**config.mk**
```make
export PLATFORM = sky130hd
export DESIGN_NAME = div3_serial_tx
export DESIGN_NICKNAME = d
export VERILOG_FILES = /design/src/rtl/div3_serial_tx.sv
export SDC_FILE = /design/constraint.sdc
export NUM_CORES = 1
export LEC_CHECK = 0
export ABC_AREA = 0
export BUFFER_PORTS_ARGS = -buffer_cell sky130_fd_sc_hd__buf_2
export CORE_MARGIN = 2
export CORE_UTILIZATION = 60
export CTS_BUF_LIST = sky130_fd_sc_hd__clkbuf_4
export CTS_CLUSTER_SIZE = 28
export DETAILED_ROUTE_END_ITERATION = 10
export PLACE_DENSITY = 0.87
export SYNTH_ARGS = -nofsm -noshare
export SYNTH_HDL_FRONTEND = slang
export SYNTH_SLANG_ARGS = --single-unit
```
**constraint.sdc**
```tcl
create_clock -name clk -period 2.8 [get_ports clk]
set_input_delay 0.28 -clock clk [delete_from_list [all_inputs] [get_ports clk]]
set_output_delay 0.28 -clock clk [all_outputs]
set_load 0.005 [all_outputs]
```
**src/rtl/div3_serial_tx.sv**
```systemverilog
// MSB-first serializer feeding the mod-3 checker stream (bit / enable / number-end).
// Optional leading-zero suppression: define DIV3_TX_SKIP_LZ_EN.
module div3_serial_tx #(
    parameter int unsigned WIDTH      = 8,
    parameter int unsigned GAP_CYCLES = 1,
    parameter int unsigned CNT_W      = 16
) (
    input  logic             clk,
    input  logic             rst,
    input  logic [WIDTH-1:0] din,
    input  logic             din_valid,
    output logic             din_ready,
    input  logic             hold,
    output logic             bit_out,
    output logic             enable_out,
    output logic             num_end_out,
    output logic             busy,
    output logic [CNT_W-1:0] num_count
);

    localparam int unsigned BIT_W = $clog2(WIDTH + 1);
    localparam int unsigned GAP_W = (GAP_CYCLES < 1) ? 1 : $clog2(GAP_CYCLES + 1);

    typedef enum logic [1:0] {
        S_IDLE,
        S_SHIFT,
        S_END,
        S_GAP
    } state_t;

    state_t           state;
    logic [WIDTH-1:0] shreg;
    logic [WIDTH-1:0] load_shreg;
    logic [BIT_W-1:0] bit_cnt;
    logic [BIT_W-1:0] load_cnt;
    logic [GAP_W-1:0] gap_cnt;

`ifdef DIV3_TX_SKIP_LZ_EN
    // Length = MSB-one index + 1 (zero word sends one bit); align that MSB to the top.
    always_comb begin
        load_cnt = BIT_W'(1);
        for (int unsigned i = 0; i < WIDTH; i++) begin
            if (din[i]) load_cnt = BIT_W'(i + 1);
        end
        load_shreg = din << (BIT_W'(WIDTH) - load_cnt);
    end
`else
    assign load_cnt   = BIT_W'(WIDTH);
    assign load_shreg = din;
`endif

    always_ff @(posedge clk or posedge rst) begin
        if (rst) begin
            state     <= S_IDLE;
            shreg     <= '0;
            bit_cnt   <= '0;
            gap_cnt   <= '0;
            num_count <= '0;
        end else begin
            case (state)
                S_IDLE: begin
                    if (din_valid) begin
                        shreg   <= load_shreg;
                        bit_cnt <= load_cnt;
                        state   <= S_SHIFT;
                    end
                end
                S_SHIFT: begin
                    // hold freezes shreg and bit_cnt so the downstream checker state is kept
                    if (!hold) begin
                        shreg   <= {shreg[WIDTH-2:0], 1'b0};
                        bit_cnt <= bit_cnt - BIT_W'(1);
                        if (bit_cnt == BIT_W'(1)) state <= S_END;
                    end
                end
                S_END: begin
                    num_count <= num_count + CNT_W'(1);
                    if (GAP_CYCLES > 0) begin
                        gap_cnt <= GAP_W'(GAP_CYCLES);
                        state   <= S_GAP;
                    end else begin
                        state <= S_IDLE;
                    end
                end
                S_GAP: begin
                    if (gap_cnt <= GAP_W'(1)) state <= S_IDLE;
                    else gap_cnt <= gap_cnt - GAP_W'(1);
                end
                default: state <= S_IDLE;
            endcase
        end
    end

    // Stream decode is combinational so hold gates enable_out in the same cycle.
    assign din_ready   = (state == S_IDLE) && !rst;
    assign busy        = (state != S_IDLE);
    assign enable_out  = (state == S_SHIFT) && !hold;
    assign bit_out     = enable_out && shreg[WIDTH-1];
    assign num_end_out = (state == S_END);

endmodule

```
# Yosys cells after proc, flatten, opt, wreduce, memory -nomap -nowiden
# Index checks and enable logic that the tools add are counted.
# classes
mux,13
n_reduce_logical,12
addsub,3
eq_ne,9
magnitude_cmp,1
# ops
op,n
16-bit by 1-bit adder with 16-bit output (second input constant),1
8-bit 2-to-1 mux,2
8-bit one-hot mux with 2 select lines,1
2-bit != test (second input constant),5
2-bit 2-to-1 mux,4
4-bit 2-to-1 mux,2
2-bit one-hot mux with 4 select lines,1
4-bit one-hot mux with 2 select lines,1
2-bit nonzero test,3
2-bit equality test (second input constant),2
4-bit by 1-bit equality test with 1-bit output (second input constant),1
4-bit AND reduction,1
4-bit by 1-bit subtractor with 4-bit output (second input constant),1
1-bit logical AND,3
3-bit AND reduction,1
2-bit by 1-bit equality test with 1-bit output (second input constant),1
1-bit zero test,2
2-bit zero test,1
1-bit one-hot mux with 2 select lines,1
2-bit AND reduction,1
1-bit less-or-equal comparator (second input constant),1
1-bit 2-to-1 mux,1
1-bit subtractor (second input constant),1
# totals
out_inout_bits,21
reg_bits,31
inputBits,12
elab_cells,43

# Logic depth before layout (Yosys ltp)
# Gate-level depths: netlist (run 1).
# depth
word_depth,4
ltp_mapped,9
ltp_nobuf,6

# Least setup slack after synthesis (run 1)
# No wires, ideal clock.
# synth_timing
path_type,reg-to-reg
start,register state[1]
end,register bit_cnt[3]
path_stages_with_launch,8
path_buffers,2
setup_time_ns,0.126
t_arrival_ns,1.437
slack_ns,1.237
required_ns,2.674
synth_period_minus_slack_ns,1.563
path_cell_list,dfrtp_1 -> inv_1 -> ha_1 -> buf_6 -> mux2i_1 -> a21o_1 -> buf_6 -> o32a_1
# synth_via
elab_chain_cells,3
word_cells_on_any_way,7
classes_between,3 x eq/ne; 1 x mux; 3 x reduce/logical
# synth_lines
item,line,source
"start, declared",31,state_t state;
"start signal, assigned",54,state <= S_IDLE;
"start signal, assigned",65,state <= S_SHIFT;
"start signal, assigned",73,if (bit_cnt == BIT_W'(1)) state <= S_END;
2-bit by 1-bit equality test with 1-bit output / 2-bit zero test (equally long branches),60,case (state)
2-bit != test (no source line) / 2-bit nonzero test (equally long branches),--,
3-bit AND reduction (no source line),--,
"end signal, assigned",64,bit_cnt <= load_cnt;
"end signal, assigned",72,bit_cnt <= bit_cnt - BIT_W'(1);
"end, declared",34,logic [BIT_W-1:0] bit_cnt;
# Several ways; a longest one is shown, not always the timed one.
# A chain may end at the register's enable or synchronous reset.

# Worst setup path after layout (run 1)
# layout_timing
start,register state[1]
end,output port bit_out
# layout_via
elab_chain_cells,3
# layout_lines
item,line,source
2-bit by 1-bit equality test with 1-bit output,97,assign enable_out = (state == S_SHIFT) && !hold;
1-bit logical AND,97,
1-bit logical AND,98,assign bit_out = enable_out && shreg[WIDTH-1];
"end, declared",14,"output logic bit_out,"
# Every way passes these cells.

==> impl_results.md, run 1 <==
* Flop2flop setup slack at 890 ps
* H-tree Lvls at 2
* CTS buffer count at 5
* I/O Buffers at 32
* CP Max Fanout at 12
* Row cnt at 18
* Placer congestion estimate at 0.758
* RSZ-0062 raised after global routing: no
* Design area at 1730 sq um
* PD cells at 889 nW/um^2
* Global-route wire length before repair at 4990 um
* Crit Path Class: reg -> out
* Critical path data required time at 2520 ps
* Syn nets at 160
* Die height at 54.3 um
* Die width at 54.3 um
* DRT Wirelength at 2930 um
* Antenna violations before repair at 0
* Clock Latency Late Sink at 330 ps
* Critical Path End: bit_out
* Lkg Pwr at 0.899 nW
* Clk buf depth at 2
* DR WL/cell at 14.2 um
* CP Buf/Inv Count at 3
* Post-synth top flop: dfrtp_1
* Worst VDD drop at 0.000635 V
* Worst-margin pin slew at 487 ps
* Sequential share of the synthesized area at 0.495
* Avg Vias per Cell at 5.55
* Layout cells sized above 1 at 0.278
* Relative slew slack at 0.675
* DP HPWL at 2150 um
* Startpoint types: flop
* Final setup violation count at 0
* Synthesized area per cell at 10.7 sq um
* Layout area overhead at 14.0%
* Crit-path leading delay family: buffers and inverters
* RR Startpoint: state[1]
* # resized after CTS at 0
* Filler instances at 203
* Reg2Reg Depth at 6
* Root Driver: clkbuf_4
* Final hold violation count at 0
* Total GRT Usage at 0.246
* Synth Register Bits at 30
* Residual DRC at 0
* Post-synth EDFFs at 0
* Vias post-DR at 1143
* CP Depth at 6
* Crit path time final at 2060 ps
* Setup TNS at 0 ps
* Die footprint at 2940 sq um
* Critical Path AT at 1780 ps
* Yosys warning count at 0
* CORE AREA at 2430 sq um
* Final Cycle Share at 0.735
* Status: finished, final reports clean
* Asr flop ratio synth at 1.00
* Fin Clk Skew at 15.5 ps
* Max-cap violation count at 0
* First DRT Iteration DRCs at 12
* Core Util, Final at 0.710
* R2R Path End: bit_cnt[2]
* Postcts setup bufs at 0
* Antenna-violating nets left at 0
* CP endpoint kind: primary output
* Hold-fix buffers, CTS at 0
* Worst path cell trace: inv_1, ha_1, buf_4, and2b_2, and2_1, buf_2
* CP max stage cell: dfrtp_1
* Initial core utilization at 0.623
* CP max stage delay at 390 ps
* CP Launch Point: state[1]
* Clock transition at path regs at 100 ps
* Synth unique cells at 36
* Post-Synthesis Cells at 141
* Slew Limit Fails at 0
* First-pass DRT Iterations at 4
* Placed Area at 1680 sq um
* Clock sinks at 30
* GRT Residual Overflow at 0
* # diodes at 0
* Pin count of the biggest net entering global routing at 31
* Number of global-route vias before repair at 1126
* Mapped Area at 1520 sq um
* IO Count at 33
* FMAX at 0.486 GHz
* # nets final at 195
* CTS tree: yes
* Hold Path Class: in -> async
## synthesized netlist by cell type, types with 2 or more instances
library cell  instances  area, sq um
xnor2_1               8         70.1
a22o_1                2         17.5
inv_1                 6         22.5
xor2_1                7         61.3
ha_1                  7         87.6
and3_1                2         12.5
buf_6                 2         22.5
and2_1                2         12.5
o21ai_1               2         10.0
nand2_1              19         71.3
nand3_1               3         15.0
mux2i_1               8         80.1
nand4_1               6         37.5
nor2_1                6         22.5
buf_2                 2         10.0
buf_4                 2         15.0
o21ai_0               9         45.0
dfrtp_1              30          751
## power breakdown
group          internal (W)  switching (W)  total [W]
Sequential         0.000566       0.000116   0.000681
Combinational      0.000286       0.000328   0.000615
Clock             0.0000900       0.000150   0.000240
Total              0.000942       0.000594    0.00154
## flip-flops by register name, summed over array words and instances, names as in the netlist
register	count
bit_cnt	4
num_count	16
shreg	8
state	2
## through the flow
| stage | cells | setup WS [ps] | power (W) | hold WS, ps |
|---|---|---|---|---|
| 6_report | 206 | 743 | 0.00154 | 8.72 |
| 5_1_grt | 206 | 581 | 0.00167 | 32.8 |
| 4_1_cts | 206 | 714 | 0.00155 | 24.6 |
| 3_5_place_dp | 199 | 866 | 0.00131 | 392 |
| 3_3_place_gp | 199 | 972 | 0.00127 | 379 |
| 2_1_floorplan | 141 | 1240 | 0.00117 | 371 |
## worst register-to-register path: stages, from the launching register on
cell	delay (ps)
dfrtp_1	390
inv_1	110
ha_1	330
mux2i_1	180
a21o_1	360
or3_1	400
nand3_1	90
## how the worst min path moves through the flow
stage	end	slack, ps	cells past startpoint
after global routing	shreg[6]	30	3
after detailed placement	bit_cnt[0]	390	3
after global placement	bit_cnt[0]	380	3
after floorplan	bit_cnt[0]	370	1
after CTS	shreg[7]	20	3
final	shreg[6]	9	3
## cell usage in the layout (no fill, tap or decap), types with 3 or more instances in the layout
| cell type | n |
|---|---|
| ha_1 | 7 |
| dfrtp_1 | 30 |
| mux2i_1 | 8 |
| nand2_1 | 19 |
| o21ai_0 | 9 |
| inv_1 | 6 |
| xor2_1 | 7 |
| nand4_1 | 6 |
| nand3_1 | 3 |
| nor2_1 | 6 |
| buf_2 | 32 |
| clkbuf_4 | 5 |
| xnor2_1 | 8 |
## layout make-up
type                            instances  area (sq um)  share of cell area
Sequential cell                        30           751               0.434
Multi-Input combinational cell         99           694               0.402
Timing Repair Buffer                   34           175               0.101
Clock buffer                            5          37.5              0.0217
Tap cell                               30          37.5              0.0217
Inverter                                6          22.5              0.0130
Clock inverter                          2          10.0             0.00579
## kinds of logic (layout without fill, tap and decap cells)
kind of cell | after synthesis | after routing | synth area share
AO/OA/AOI/OAI | 19 | 19 | 0.0793
adder cells (fa/ha/maj) | 7 | 7 | 0.0578
XOR/XNOR | 15 | 15 | 0.0867
AND/OR/NAND/NOR | 49 | 49 | 0.174
buffers and inverters | 12 | 47 | 0.0462
flip-flops | 30 | 30 | 0.495
multiplexers | 9 | 9 | 0.0603
## per-layer routing
layer,track usage,up-vias,wire [um]
met2,0.412,31,1490
met4,0.113,0,77
met5,0,-,0
met1,0.284,552,1230
li1,-,550,-
met3,0.0847,10,140
Power figures use the tool's default switching activity.
==> inputs of run 2 (changes only) <==
Settings changed: ABC_AREA 0 to 1, CORE_UTILIZATION 60 to 57, PLACE_DENSITY 0.87 to 0.82.
Clock period 2.8 ns to 1.9 ns, I/O delays scaled along.
==> run 2 against run 1 <==
Effect of this change:
- non-clock buffer count is 3 higher
- critical path depth stayed put
- final cell count rose by 39%
- flip-flop and latch count unchanged
- critical path type unchanged
==> impl_results.md, run 2 <==
* Commonest cells in the netlist: 87 x nand2_1, 30 x dfrtp_1, 23 x inv_1
* Crit Path Class: reg -> out
* Final setup violation count at 0
* Asr flop ratio synth at 1.00
* DRT Wirelength at 3000 um
* Total Power at 0.00244 W
* Max-cap violation count at 0
* # diodes at 0
* Design area at 1920 sq um
* Setup TNS at 0 ps
* Layout cells sized above 1 at 0.227
* Postcts setup bufs at 0
* Switching share of power at 0.414
* Row cnt at 19
* Sequential share of the synthesized area at 0.452
* Synth Register Bits at 30
* Seq pwr share at 0.400
* Die footprint at 3360 sq um
* Most frequent cell after synthesis: nand2_1
* CP endpoint kind: primary output
* Worst path cell trace: inv_1, ha_1, inv_2, buf_4, nor3_1, buf_2
* Sw Pwr at 0.00101 W
* Clock transition at path regs at 90 ps
* Total GRT Usage at 0.204
* Final Cycle Share at 0.914
* Non-Filler Instances at 286
* Synth unique cells at 22
* Int Pwr at 0.00143 W
* CP max stage cell: dfrtp_1
* FMAX at 0.576 GHz
* Biggest regs: num_count: 16 flops, shreg: 8 flops, bit_cnt: 4 flops
* Clk buf depth at 2
* Placed Area at 1860 sq um
* Post-Synthesis Cells at 215
* Hold Path Class: in -> reg
* Die width at 58.0 um
* Crit path time final at 1740 ps
* Largest register FFs at 16
* Most common cell after layout, fill and taps aside: nand2_1
* RSZ-0062 raised after global routing: no
* Pin count of the biggest net entering global routing at 31
* # nets final at 274
* Synthesized area per cell at 7.73 sq um
* First-pass DRT Iterations at 4
* Placed Instances at 278
* Top post-synthesis cells by area: dfrtp_1 45%, nand2_1 20%, ha_1 5.3%
* CTS tree: yes
* Most frequent cells in the layout: 87 x nand2_1, 32 x buf_2, 30 x dfrtp_1, 23 x inv_1, 15 x nand3_1
* Placer congestion estimate at 0.789
* H-tree Lvls at 2
* Slew Limit Fails at 0
* PD cells at 1270 nW/um^2
* Residual DRC at 0
* First DRT Iteration DRCs at 53
* Hold-fix buffers, CTS at 1
* Antenna violations before repair at 0
* Status: finished, final reports clean
* Yosys warning count at 0
* Clock Latency Late Sink at 310 ps
* Relative slew slack at 0.745
* Clk pwr share at 0.148
* Startpoint types: flop
* I/O Buffers at 32
* CP Max Fanout at 11
* Number of global-route vias before repair at 1231
* Avg Vias per Cell at 4.81
* Die height at 58.0 um
* Final hold violation count at 0
* Filler instances at 226
* Mapped Area at 1660 sq um
* Synth top area share at 0.452
* Root Driver: clkbuf_4
* Critical path data required time at 1710 ps
* Most flop-heavy register: num_count
* CTS buffer count at 5
* DP HPWL at 2220 um
* Syn nets at 234
* DR WL/cell at 10.5 um
* Global-route wire length before repair at 5200 um
* Fin Clk Skew at 13.8 ps
* Post-synth top flop: dfrtp_1
* CORE AREA at 2760 sq um
* Lkg Pwr at 1.09 nW
* GRT Residual Overflow at 0
* Worst VDD drop at 0.000963 V
* Clock sinks at 30
* IO Count at 33
* CP max stage delay at 410 ps
* Logic gate share of total power at 0.452
* Synth area leader: dfrtp_1
* Critical Path AT at 1550 ps
* Vias post-DR at 1376
* Post-synth EDFFs at 0
* # resized after CTS at 0
* Worst-margin pin slew at 382 ps
* Layout area overhead at 15.8%
* Antenna-violating nets left at 0
* Initial core utilization at 0.603
run 2: logic make-up (layout without fill, tap and decap cells):
logic type | Yosys count | count (layout) | synth area share
buffers and inverters | 31 | 71 | 0.0783
flip-flops | 30 | 30 | 0.452
adder cells (fa/ha/maj) | 7 | 7 | 0.0527
XOR/XNOR | 10 | 10 | 0.0527
AND/OR/NAND/NOR | 127 | 127 | 0.325
AO/OA/AOI/OAI | 10 | 10 | 0.0392
run 2: per-layer routing:
metal,global-route usage,share of wire
met5,0,0
met4,0.0698,0.0080
met3,0.0603,0.037
met2,0.315,0.45
met1,0.276,0.51
run 2: power groups by stage:
stage               sequential (W)  clock [W]  combinational, W
floorplan                 0.000970          0          0.000847
global placement          0.000984          0           0.00108
detailed placement        0.000990          0           0.00110
CTS                       0.000977   0.000376           0.00111
global route               0.00100   0.000404           0.00128
finish                    0.000976   0.000360           0.00110
run 2: metrics by stage:
stage	hold slack (ps)	utilization	setup slack, ps
after detailed placement	299	0.675	331
after global routing	142	0.698	38.6
after global placement	292	0.675	386
after floorplan	281	-	486
final	114	0.698	163
after CTS	103	0.698	147
run 2: area by class of cell:
class	instances	area [sq um]	share of cell area
clock buffers	7	52.6	0.0273
inverters	27	101	0.0527
multi-input cells	154	781	0.406
flip-flops and latches	30	751	0.390
well taps	31	38.8	0.0202
repair buffers	37	200	0.104
run 2: worst max-delay path: cells and delay by family, from the launching register on:
family	cells	cell delay, ps
adder cells (fa/ha/maj)	1	210
buffers and inverters	4	480
flip-flops	1	410
AND/OR/NAND/NOR	1	130
run 2: worst paths after layout:
check                              start             to  slack (ps)  cells after the start
worst max-delay path            state[1]        bit_out         160                      6
worst min-delay path              din[0]       shreg[0]         110                      3
worst max register to register  state[0]  num_count[12]         300                      7
worst min register to register  shreg[5]       shreg[5]         480                      2
max in group asynchronous            rst       shreg[4]        1100                      4
min in group asynchronous            rst       shreg[7]         500                      4
